--- config.mk ---
export PLATFORM = sky130hd
export DESIGN_NAME = chacha20_stream_xor
export DESIGN_NICKNAME = d
export VERILOG_FILES = /design/src/rtl/chacha20_pkg.sv /design/src/rtl/chacha20_stream_xor.sv
export SDC_FILE = /design/constraint.sdc
export NUM_CORES = 1
export LEC_CHECK = 0
export CORE_MARGIN = 10
export CORE_UTILIZATION = 24
export CTS_CLUSTER_SIZE = 24
export DETAILED_ROUTE_END_ITERATION = 8
export HOLD_SLACK_MARGIN = 0.15
export MAX_ROUTING_LAYER = met4
export PLACE_DENSITY = 0.47
export SLEW_MARGIN = 25
export SYNTH_ARGS = -nofsm -noshare
export SYNTH_HDL_FRONTEND = slang
export SYNTH_SLANG_ARGS = --single-unit
--- constraint.sdc ---
create_clock -name i_aclk -period 5 [get_ports i_aclk]
set_clock_uncertainty 0.1 [all_clocks]
set_input_delay 1 -clock i_aclk [delete_from_list [all_inputs] [get_ports i_aclk]]
set_output_delay 1 -clock i_aclk [all_outputs]
set_load 0.03 [all_outputs]
--- src/rtl/chacha20_pkg.sv ---
// Shared constants and state encoding for the ChaCha20 keystream consumer/producer pair.
package chacha20_pkg;

  localparam int unsigned WORDS_PER_BLOCK = 16;
  localparam int unsigned DATA_WIDTH      = 32;
  localparam int unsigned IDX_W           = $clog2(WORDS_PER_BLOCK);
  localparam logic [IDX_W-1:0] IDX_LAST   = IDX_W'(WORDS_PER_BLOCK - 1);
  localparam logic [31:0] CTR_MAX         = 32'hFFFF_FFFF;

  // "expand 32-byte k" as little-endian words, first row of the generator state
  localparam logic [31:0] CHACHA_C0 = 32'h6170_7865;
  localparam logic [31:0] CHACHA_C1 = 32'h3320_646e;
  localparam logic [31:0] CHACHA_C2 = 32'h7962_2d32;
  localparam logic [31:0] CHACHA_C3 = 32'h6b20_6574;

  typedef enum logic [2:0] {
    ST_IDLE    = 3'd0,
    ST_REQ     = 3'd1,
    ST_WAIT_KS = 3'd2,
    ST_STREAM  = 3'd3,
    ST_DRAIN   = 3'd4
  } xor_state_e;

endpackage

--- src/rtl/chacha20_stream_xor.sv ---
// XORs a 32-bit AXI-Stream with ChaCha20 keystream blocks, driving the generator's block counter.
// state    | meaning
// IDLE     | no message; waiting for i_msg_start
// REQ      | o_ks_start high for one cycle
// WAIT_KS  | waiting for i_keystream_valid
// STREAM   | XOR input words against buffered block
// DRAIN    | message over; waiting for last output word to leave
module chacha20_stream_xor
  import chacha20_pkg::*;
(
  input  logic         i_aclk,
  input  logic         i_aresetn,
  input  logic         i_enable,
  input  logic         i_msg_start,
  input  logic [31:0]  i_init_counter,
  output logic         o_ks_start,
  output logic [31:0]  o_ks_counter,
  input  logic [511:0] i_keystream,
  input  logic         i_keystream_valid,
  input  logic [31:0]  s_axis_tdata,
  input  logic         s_axis_tvalid,
  output logic         s_axis_tready,
  input  logic         s_axis_tlast,
  output logic [31:0]  m_axis_tdata,
  output logic         m_axis_tvalid,
  input  logic         m_axis_tready,
  output logic         m_axis_tlast,
  output logic         o_busy,
  output logic         o_ctr_overflow
);

  xor_state_e state_q;
  logic [WORDS_PER_BLOCK-1:0][DATA_WIDTH-1:0] ks_buf_q;
  logic [IDX_W-1:0] idx_q;
  logic in_hs;
  logic out_drain;

  assign s_axis_tready = i_enable && (state_q == ST_STREAM) && (!m_axis_tvalid || m_axis_tready);
  assign in_hs         = s_axis_tready && s_axis_tvalid;
  assign out_drain     = m_axis_tvalid && m_axis_tready;
  assign o_busy        = (state_q != ST_IDLE);

  always_ff @(posedge i_aclk or negedge i_aresetn) begin
    if (!i_aresetn) begin
      state_q        <= ST_IDLE;
      ks_buf_q       <= '0;
      idx_q          <= '0;
      o_ks_start     <= 1'b0;
      o_ks_counter   <= '0;
      o_ctr_overflow <= 1'b0;
      m_axis_tdata   <= '0;
      m_axis_tvalid  <= 1'b0;
      m_axis_tlast   <= 1'b0;
    end else if (!i_enable) begin
      // abort drops any buffered output; the overflow flag survives
      state_q       <= ST_IDLE;
      o_ks_start    <= 1'b0;
      m_axis_tvalid <= 1'b0;
    end else begin
      o_ks_start <= 1'b0;

      if (in_hs) begin
        m_axis_tdata  <= s_axis_tdata ^ ks_buf_q[idx_q];
        m_axis_tlast  <= s_axis_tlast;
        m_axis_tvalid <= 1'b1;
      end else if (out_drain) begin
        m_axis_tvalid <= 1'b0;
      end

      unique case (state_q)
        ST_IDLE: begin
          if (i_msg_start) begin
            o_ks_counter   <= i_init_counter;
            o_ctr_overflow <= 1'b0;
            o_ks_start     <= 1'b1;
            state_q        <= ST_REQ;
          end
        end
        ST_REQ: state_q <= ST_WAIT_KS;
        ST_WAIT_KS: begin
          if (i_keystream_valid) begin
            ks_buf_q <= i_keystream;
            idx_q    <= '0;
            state_q  <= ST_STREAM;
          end
        end
        ST_STREAM: begin
          if (in_hs) begin
            if (s_axis_tlast) begin
              state_q <= ST_DRAIN;
            end else if (idx_q == IDX_LAST) begin
              // never wrap the counter: reusing a block counter reuses keystream
              if (o_ks_counter == CTR_MAX) begin
                o_ctr_overflow <= 1'b1;
                state_q        <= ST_DRAIN;
              end else begin
                o_ks_counter <= o_ks_counter + 32'd1;
                o_ks_start   <= 1'b1;
                state_q      <= ST_REQ;
              end
            end else begin
              idx_q <= idx_q + IDX_W'(1);
            end
          end
        end
        ST_DRAIN: begin
          if (!m_axis_tvalid || m_axis_tready) state_q <= ST_IDLE;
        end
        default: state_q <= ST_IDLE;
      endcase
    end
  end

endmodule
==> results.txt, run 1 <==
----------------------------------------------------
[CTS]
  Insertion delay to the later sink of the worst-skew pair ... 0.64 ns
  Register clock-pin slew on the reported worst setup and hold paths ... 0.05 ns
  Htree depth ... 3
  Total of cells resized after clock tree synthesis ... 0
  CTS tree ... yes
  Hold_buf cts ... 0
  Root buffer cell ... sky130_fd_sc_hd__clkbuf_16
  Number of sinks on the clock net ... just under 600
  CTS Buf Count ... 74
  Buffers from clock root to sink, at most ... 3
  Count of buffers added by post-CTS timing repair for setup ... 0

[Timing]
  Final critical-path share of the clock period ... 75.9%
  Highest Clock Rate ... 263 MHz
  Total setup violations reported at the end of the flow ... 0
  Worst-Margin Slew ... 1.19 ns
  Relative slew slack ... approximately 20%
  Fin crit period ... 3.80 ns
  Number of pins with negative max-slew slack in the final report ... 0
  Setup repair after global routing missed its margin ... no
  Setup tns final ... 0 ns
  Number of hold violations in the final report ... 0

[Route]
  Antenna Violating Nets Remaining ... 0
  DR iter-0 viols ... roughly 1000
  Total Wirelength ... 107000 um
  DRC violations left ... 0
  Vias post-DR ... approximately 19000
  Vias per inst ... approximately 4.5
  Routed length per placed instance ... 26.0 um
  Number of search-and-repair iterations in the first detailed-routing pass ... 4

[Placement]
  Number of buffers inserted by port buffering ... 653
  DPL Wire Length ... 82700 um
  Placed cell areas ... approximately 35000 um^2
  Routability cong. ... a little over 0.8

[Layout]
  Most common library cell in the layout ignoring fill and taps ... sky130_fd_sc_hd__clkdlybuf4s50_1
  Final standard cell area without fillers ... 37900 um^2
  Area Overhead vs Synth ... 40.9%
  Post-layout net count ... roughly 3100
  Layout cells sized above 1 ... 30.3%
  Commonest non-fill, non-tap cells in the layout ... 652 x sky130_fd_sc_hd__clkdlybuf4s50_1, 584 x sky130_fd_sc_hd__dfrtp_1, 513 x sky130_fd_sc_hd__mux2_2, 106 x sky130_fd_sc_hd__mux2i_1, 91 x sky130_fd_sc_hd__o21ai_0

[Worst setup path]
  Kind of critical path ... in -> out
  Data required, critical path ... 3.90 ns
  Worst Path Arrival ... around 2.7 ns
  CP Capture Type ... output port
  Buffering stage count on the worst path with inverters included ... 2
  Critical Path Fanout Max ... 5
  Maximum single-stage delay on the critical path ... around 0.76 ns
  Max stage delay cell, worst path ... sky130_fd_sc_hd__clkdlybuf4s50_1
  Top delay family on crit path ... buffers and inverters
  Top cell by count, worst path ... sky130_fd_sc_hd__clkdlybuf4s50_1
  Worst setup SP type ... input port
  Cells traversed along the worst timing path ... clkdlybuf4s50_1, nand2b_1, nor3_1, clkdlybuf4s50_1

[Global routing]
  Wire length of the first global-routing pass ... ~150000 um
  Via count of the first global-routing pass ... 20800
  Overall overflow remaining after global route ... 0
  Total track usage ... 17.1%
  Largest net degree at the start of global routing ... roughly 100
  Initial antenna violation count ... 49

[Run]
  Max-cap violations ... 0

[Worst hold path]
  Worst hold path class ... in -> async

[Logic synthesis]
  Count of warnings emitted by yosys ... 0
  Leading area contributor after synthesis ... sky130_fd_sc_hd__dfrtp_1
  Top cell type's share of synthesized area ... 54.6%
  Mean instance size in the synthesized netlist ... 14.1 um^2
  Dominant cells by area after synthesis ... sky130_fd_sc_hd__dfrtp_1 55%, sky130_fd_sc_hd__mux2_2 21%, sky130_fd_sc_hd__mux4_2 6.9%, sky130_fd_sc_hd__mux2i_1 3.9%, sky130_fd_sc_hd__a221oi_1 1.7%
  Cells after Synth ... ~1900
  Number of flip-flops and latches in the synthesized netlist ... 587
  Most used flip-flop cell after synthesis ... sky130_fd_sc_hd__dfrtp_1
  Count of distinct cell types in the synthesized netlist ... 51
  Part of the Yosys area used for sequential elements ... between 50% and 60%
  Number of enable-type register cells in the synthesized netlist ... 0
  Syn Std Cell Area ... between 20000 and 30000 um^2
  Proportion of register bits with asynchronous set or reset after synthesis ... 100%
  Number of nets in the synthesized netlist ... between 2000 and 2500

[Pwr]
  Peak VDD IR ... 294 uV
  Total power per unit cell area ... 595 nW/um^2
  Static Leakage ... roughly 15 nW

[Die]
  Floorplan die area ... 126000 um^2
  Die height ... 355 um
  Number of rows in the core area ... 122
  Area of the core region ... 111000 um^2
  Effective utilization at floorplan ... between 20% and 30%
  I/O pin cnt ... 654
  Die W ... 355 um

[Run status]
  Result of the run ... finished clean

----------------------------------------------------
[cells in the mapped netlist, types with 6 or more instances]
| cell | count |
|---|---|
| sky130_fd_sc_hd__xnor2_1 | 33 |
| sky130_fd_sc_hd__nand2_1 | 89 |
| sky130_fd_sc_hd__a221oi_1 | 53 |
| sky130_fd_sc_hd__dfrtp_1 | 587 |
| sky130_fd_sc_hd__o22ai_1 | 11 |
| sky130_fd_sc_hd__mux2i_1 | 106 |
| sky130_fd_sc_hd__a21oi_1 | 42 |
| sky130_fd_sc_hd__nand3_1 | 21 |
| sky130_fd_sc_hd__nand4_1 | 8 |
| sky130_fd_sc_hd__clkbuf_1 | 59 |
| sky130_fd_sc_hd__mux4_2 | 82 |
| sky130_fd_sc_hd__buf_2 | 67 |
| sky130_fd_sc_hd__o21ai_0 | 91 |
| sky130_fd_sc_hd__a2bb2oi_2 | 6 |
| sky130_fd_sc_hd__mux2_2 | 513 |
| sky130_fd_sc_hd__nor2_1 | 27 |
| sky130_fd_sc_hd__a22oi_1 | 26 |
[sequential cells by signal, indices dropped and copies added, names as in the netlist]
register	flops
o_ks_start	1
o_ctr_overflow	1
o_ks_counter	32
m_axis_tlast	1
m_axis_tdata	32
m_axis_tvalid	1
idx_q	4
ks_buf_q	512
state_q	3
[stage by stage]
stage	total power [mW]	instances	setup WS, ns	util [%]	hold WS (ns)
4_1_cts	23.1	4090	1.20	34.0	0.298
3_5_place_dp	17.5	3958	1.06	31.8	0.373
5_1_grt	24.0	4134	1.12	34.2	0.342
6_report	22.6	4136	1.20	34.2	0.312
3_3_place_gp	17.2	3954	1.12	31.8	0.363
2_1_floorplan	13.5	1903	1.97	-	0.375
[cells by family after synthesis]
group,count (synthesis),share of synthesized area [%]
compound gates,257,6.38
xor+xnor,34,1.11
fa+ha+maj,2,0.0930
buf+inv,143,2.48
flops,587,54.6
mux,701,32.3
simple gates,179,3.10
[area by class of cell]
cell class                 count  area [um^2]
sequential                   587        14700
clock inverter                25          318
clock buffer                 107         2150
antenna                       45          113
fill                       10900        73100
tap                         1488         1860
multi-input combinational   1173        11600
timing repair buffer         704         7160
inverter                       7         26.3
[power by group]
group          total, mW  leakage [nW]  internal (mW)  switching, mW
logic               8.54          6.61           4.39           4.15
clock network       5.40          1.22           3.21           2.19
registers           8.61          7.19           7.11           1.50
total               22.6          15.0           14.7           7.83
[metal layers]
metal,up-vias,wire [um],track usage [%]
met1,9618,42600,19.0
met5,-,0,-
met2,602,54500,29.0
met3,91,7680,5.48
met4,0,2650,5.31
li1,8478,-,-
[path summary, 6_finish.rpt]
path | slack [ns] | end | startpoint | cells after the start
worst max-delay path | 1.20 | s_axis_tready | i_enable | 4
worst min-delay path | 0.31 | ks_buf_q[319] | i_aresetn | 1
worst max register to register | 1.45 | m_axis_tdata[3] | idx_q[1] | 7
worst min register to register | 0.38 | m_axis_tdata[26] | m_axis_tdata[26] | 2
max in group asynchronous | 3.30 | ks_buf_q[269] | i_aresetn | 2
min in group i_aclk | 0.38 | m_axis_tdata[26] | m_axis_tdata[26] | 2
Note: power is estimated with default switching activity, not from simulation.
==> run 2: changes to the inputs <==
- clock period: 5 -> 3.81 ns (I/O delays scaled with it)
==> run 2 against run 1 <==
Non-clock buffer count is 49 higher; die area unchanged; sequential share of layout area shrank 0.34 points; clock-buffer cell count fell by 3; sequential cell count did not move.
==> results.txt, run 2 (synthesis results as in run 1) <==
----------------------------------------------------
[Run status]
  Result of the run ... finished clean

[Global routing]
  Overall overflow remaining after global route ... 0
  Largest net degree at the start of global routing ... 106
  Total track usage ... between 15 and 20%
  Via count of the first global-routing pass ... 21000
  Initial antenna violation count ... 50
  Wire length of the first global-routing pass ... between 150000 and 200000 um

[CTS]
  Number of sinks on the clock net ... 587
  Insertion delay to the later sink of the worst-skew pair ... 0.64 ns
  Register clock-pin slew on the reported worst setup and hold paths ... 0.06 ns
  CTS tree ... yes
  Buffers from clock root to sink, at most ... 3
  Htree depth ... 3
  CTS Buf Count ... 73
  Root buffer cell ... sky130_fd_sc_hd__clkbuf_16
  Count of buffers added by post-CTS timing repair for setup ... 0

[Layout]
  Most common library cell in the layout ignoring fill and taps ... sky130_fd_sc_hd__clkdlybuf4s50_1
  Final standard cell area without fillers ... 38300 um^2
  Commonest non-fill, non-tap cells in the layout ... 652 x sky130_fd_sc_hd__clkdlybuf4s50_1, 584 x sky130_fd_sc_hd__dfrtp_1, 513 x sky130_fd_sc_hd__mux2_2, 106 x sky130_fd_sc_hd__mux2i_1, 91 x sky130_fd_sc_hd__o21ai_0
  Post-layout net count ... 3181
  Area occupied by registers ... 14700 um^2
  Layout cells sized above 1 ... a little under a third
  Area of the multi-input gates ... roughly 12000 um^2
  Layout filler cell count ... 10900
  Largest register FFs ... approximately 510
  Registers with the highest flip-flop counts ... ks_buf_q (512), m_axis_tdata (32), o_ks_counter (32)
  Register with the most flip-flops ... ks_buf_q
  Utilization after layout ... 34.5%
  Post-route non-filler standard cell count ... 4179
  Area Overhead vs Synth ... 42.1%

[Die]
  Number of rows in the core area ... 122
  Die height ... 355 um
  Floorplan die area ... 126000 um^2
  I/O pin cnt ... between 600 and 700
  Effective utilization at floorplan ... 24.3%
  Die W ... 355 um
  Area of the core region ... ~110000 um^2

[Timing]
  Total setup violations reported at the end of the flow ... 0
  Fin crit period ... 3.40 ns
  Setup tns final ... 0 ns
  Setup repair after global routing missed its margin ... no
  Number of hold violations in the final report ... 0
  Worst-Margin Slew ... 0.979 ns
  Number of pins with negative max-slew slack in the final report ... 0
  Worst hold slack ... 0.381 ns
  Final critical-path share of the clock period ... between 80 and 90%
  Relative slew slack ... approximately a third
  Highest Clock Rate ... about 300 MHz
  Crit path setup slack, layout ... roughly 0.41 ns

[Worst hold path]
  Worst hold path class ... reg -> reg
  Startpoint of the most critical hold path ... m_axis_tdata[18]

[Placement]
  Number of cells after detailed placement ... ~4000
  DPL Wire Length ... roughly 85000 um
  Placed cell areas ... 35700 um^2
  Post-Place Worst Slack ... 0.458 ns
  Routability cong. ... 0.835
  Number of buffers inserted by port buffering ... roughly 650

[Worst setup path]
  Max stage delay cell, worst path ... sky130_fd_sc_hd__clkdlybuf4s50_1
  CP Capture Type ... output port
  Data required, critical path ... 2.95 ns
  CP Launch Point ... i_enable
  Maximum single-stage delay on the critical path ... 0.74 ns
  R2r startpoint ... idx_q[0]
  Worst setup SP type ... input port
  Top cell by count, worst path ... sky130_fd_sc_hd__clkdlybuf4s50_1
  Cells traversed along the worst timing path ... clkdlybuf4s50_1, nand2b_1, nor3_1, clkdlybuf4s50_1
  Kind of critical path ... in -> out
  Worst Path Arrival ... 2.53 ns
  Critical Path Fanout Max ... 5

[Route]
  Routed length per placed instance ... between 20 and 30 um
  DRC violations left ... 0
  Total Wirelength ... roughly 110000 um
  Vias post-DR ... 19000
  DR iter-0 viols ... 999
  Antenna Violating Nets Remaining ... 0
  Number of search-and-repair iterations in the first detailed-routing pass ... 5
  Vias per inst ... 4.54

[Run]
  Max-cap violations ... 0

[Pwr]
  Static Leakage ... ~15 nW
  Total power per unit cell area ... 781 nW/um^2
  Peak VDD IR ... 309 uV
  Power, Total ... 29.9 mW

----------------------------------------------------
run 2: changes by cell type in the layout (fill, tap and decap cells not counted), moves of 2 or more:
cell                         previous run  this run
sky130_fd_sc_hd__buf_2                  3         0
sky130_fd_sc_hd__buf_4                 29        81
sky130_fd_sc_hd__bufinv_16              4         8
sky130_fd_sc_hd__clkbuf_1              16        19
sky130_fd_sc_hd__clkbuf_8              17        12
sky130_fd_sc_hd__clkinv_2              12         6
sky130_fd_sc_hd__clkinvlp_4             0         2
sky130_fd_sc_hd__inv_16                 2         0
sky130_fd_sc_hd__inv_6                  2         4
run 2: metal layers:
layer,global-route usage (%),vias to the layer above,share of wire (%)
met2,29.0,612,51
li1,-,8574,-
met1,19.0,9678,39
met3,5.73,123,7.4
met5,-,-,0
met4,5.05,0,2.7
run 2: what timing repair did:
| action | CTS | global route |
|---|---|---|
| resized for setup | 0 | 0 |
| hold endpoints to repair | 49 | 0 |
| hold buffers | 1 | 0 |
run 2: critical path, delay by kind of cell:
family | cells | cell delay, ns
buffers and inverters | 2 | 1.33
AND/OR/NAND/NOR | 2 | 0.44
run 2: power by group:
group	leakage [nW]	switching (mW)	internal [mW]	total, mW
sequential	7.19	1.91	9.33	11.2
clock	1.19	2.82	4.32	7.14
combinational	6.84	5.49	5.98	11.5
total	15.2	10.2	19.6	29.9
run 2: final timing paths:
kind | to | slack (ns) | depth (start not counted)
min in group asynchronous | ks_buf_q[213] | 0.61 | 2
max in group asynchronous | ks_buf_q[77] | 1.94 | 3
setup / recovery | s_axis_tready | 0.41 | 4
setup reg to reg | m_axis_tdata[3] | 0.70 | 7
hold reg to reg | m_axis_tdata[18] | 0.38 | 2
hold / removal | m_axis_tdata[18] | 0.38 | 2
run 2: cell type report:
cell class / instances / share of cell area (%)
multi-input combinational: 1173 / 30.3
inverter: 7 / 0.0687
tap: 1488 / 4.87
clock buffer: 104 / 5.39
timing repair buffer: 753 / 19.7
antenna: 44 / 0.288
sequential: 587 / 38.4
clock inverter: 23 / 0.981
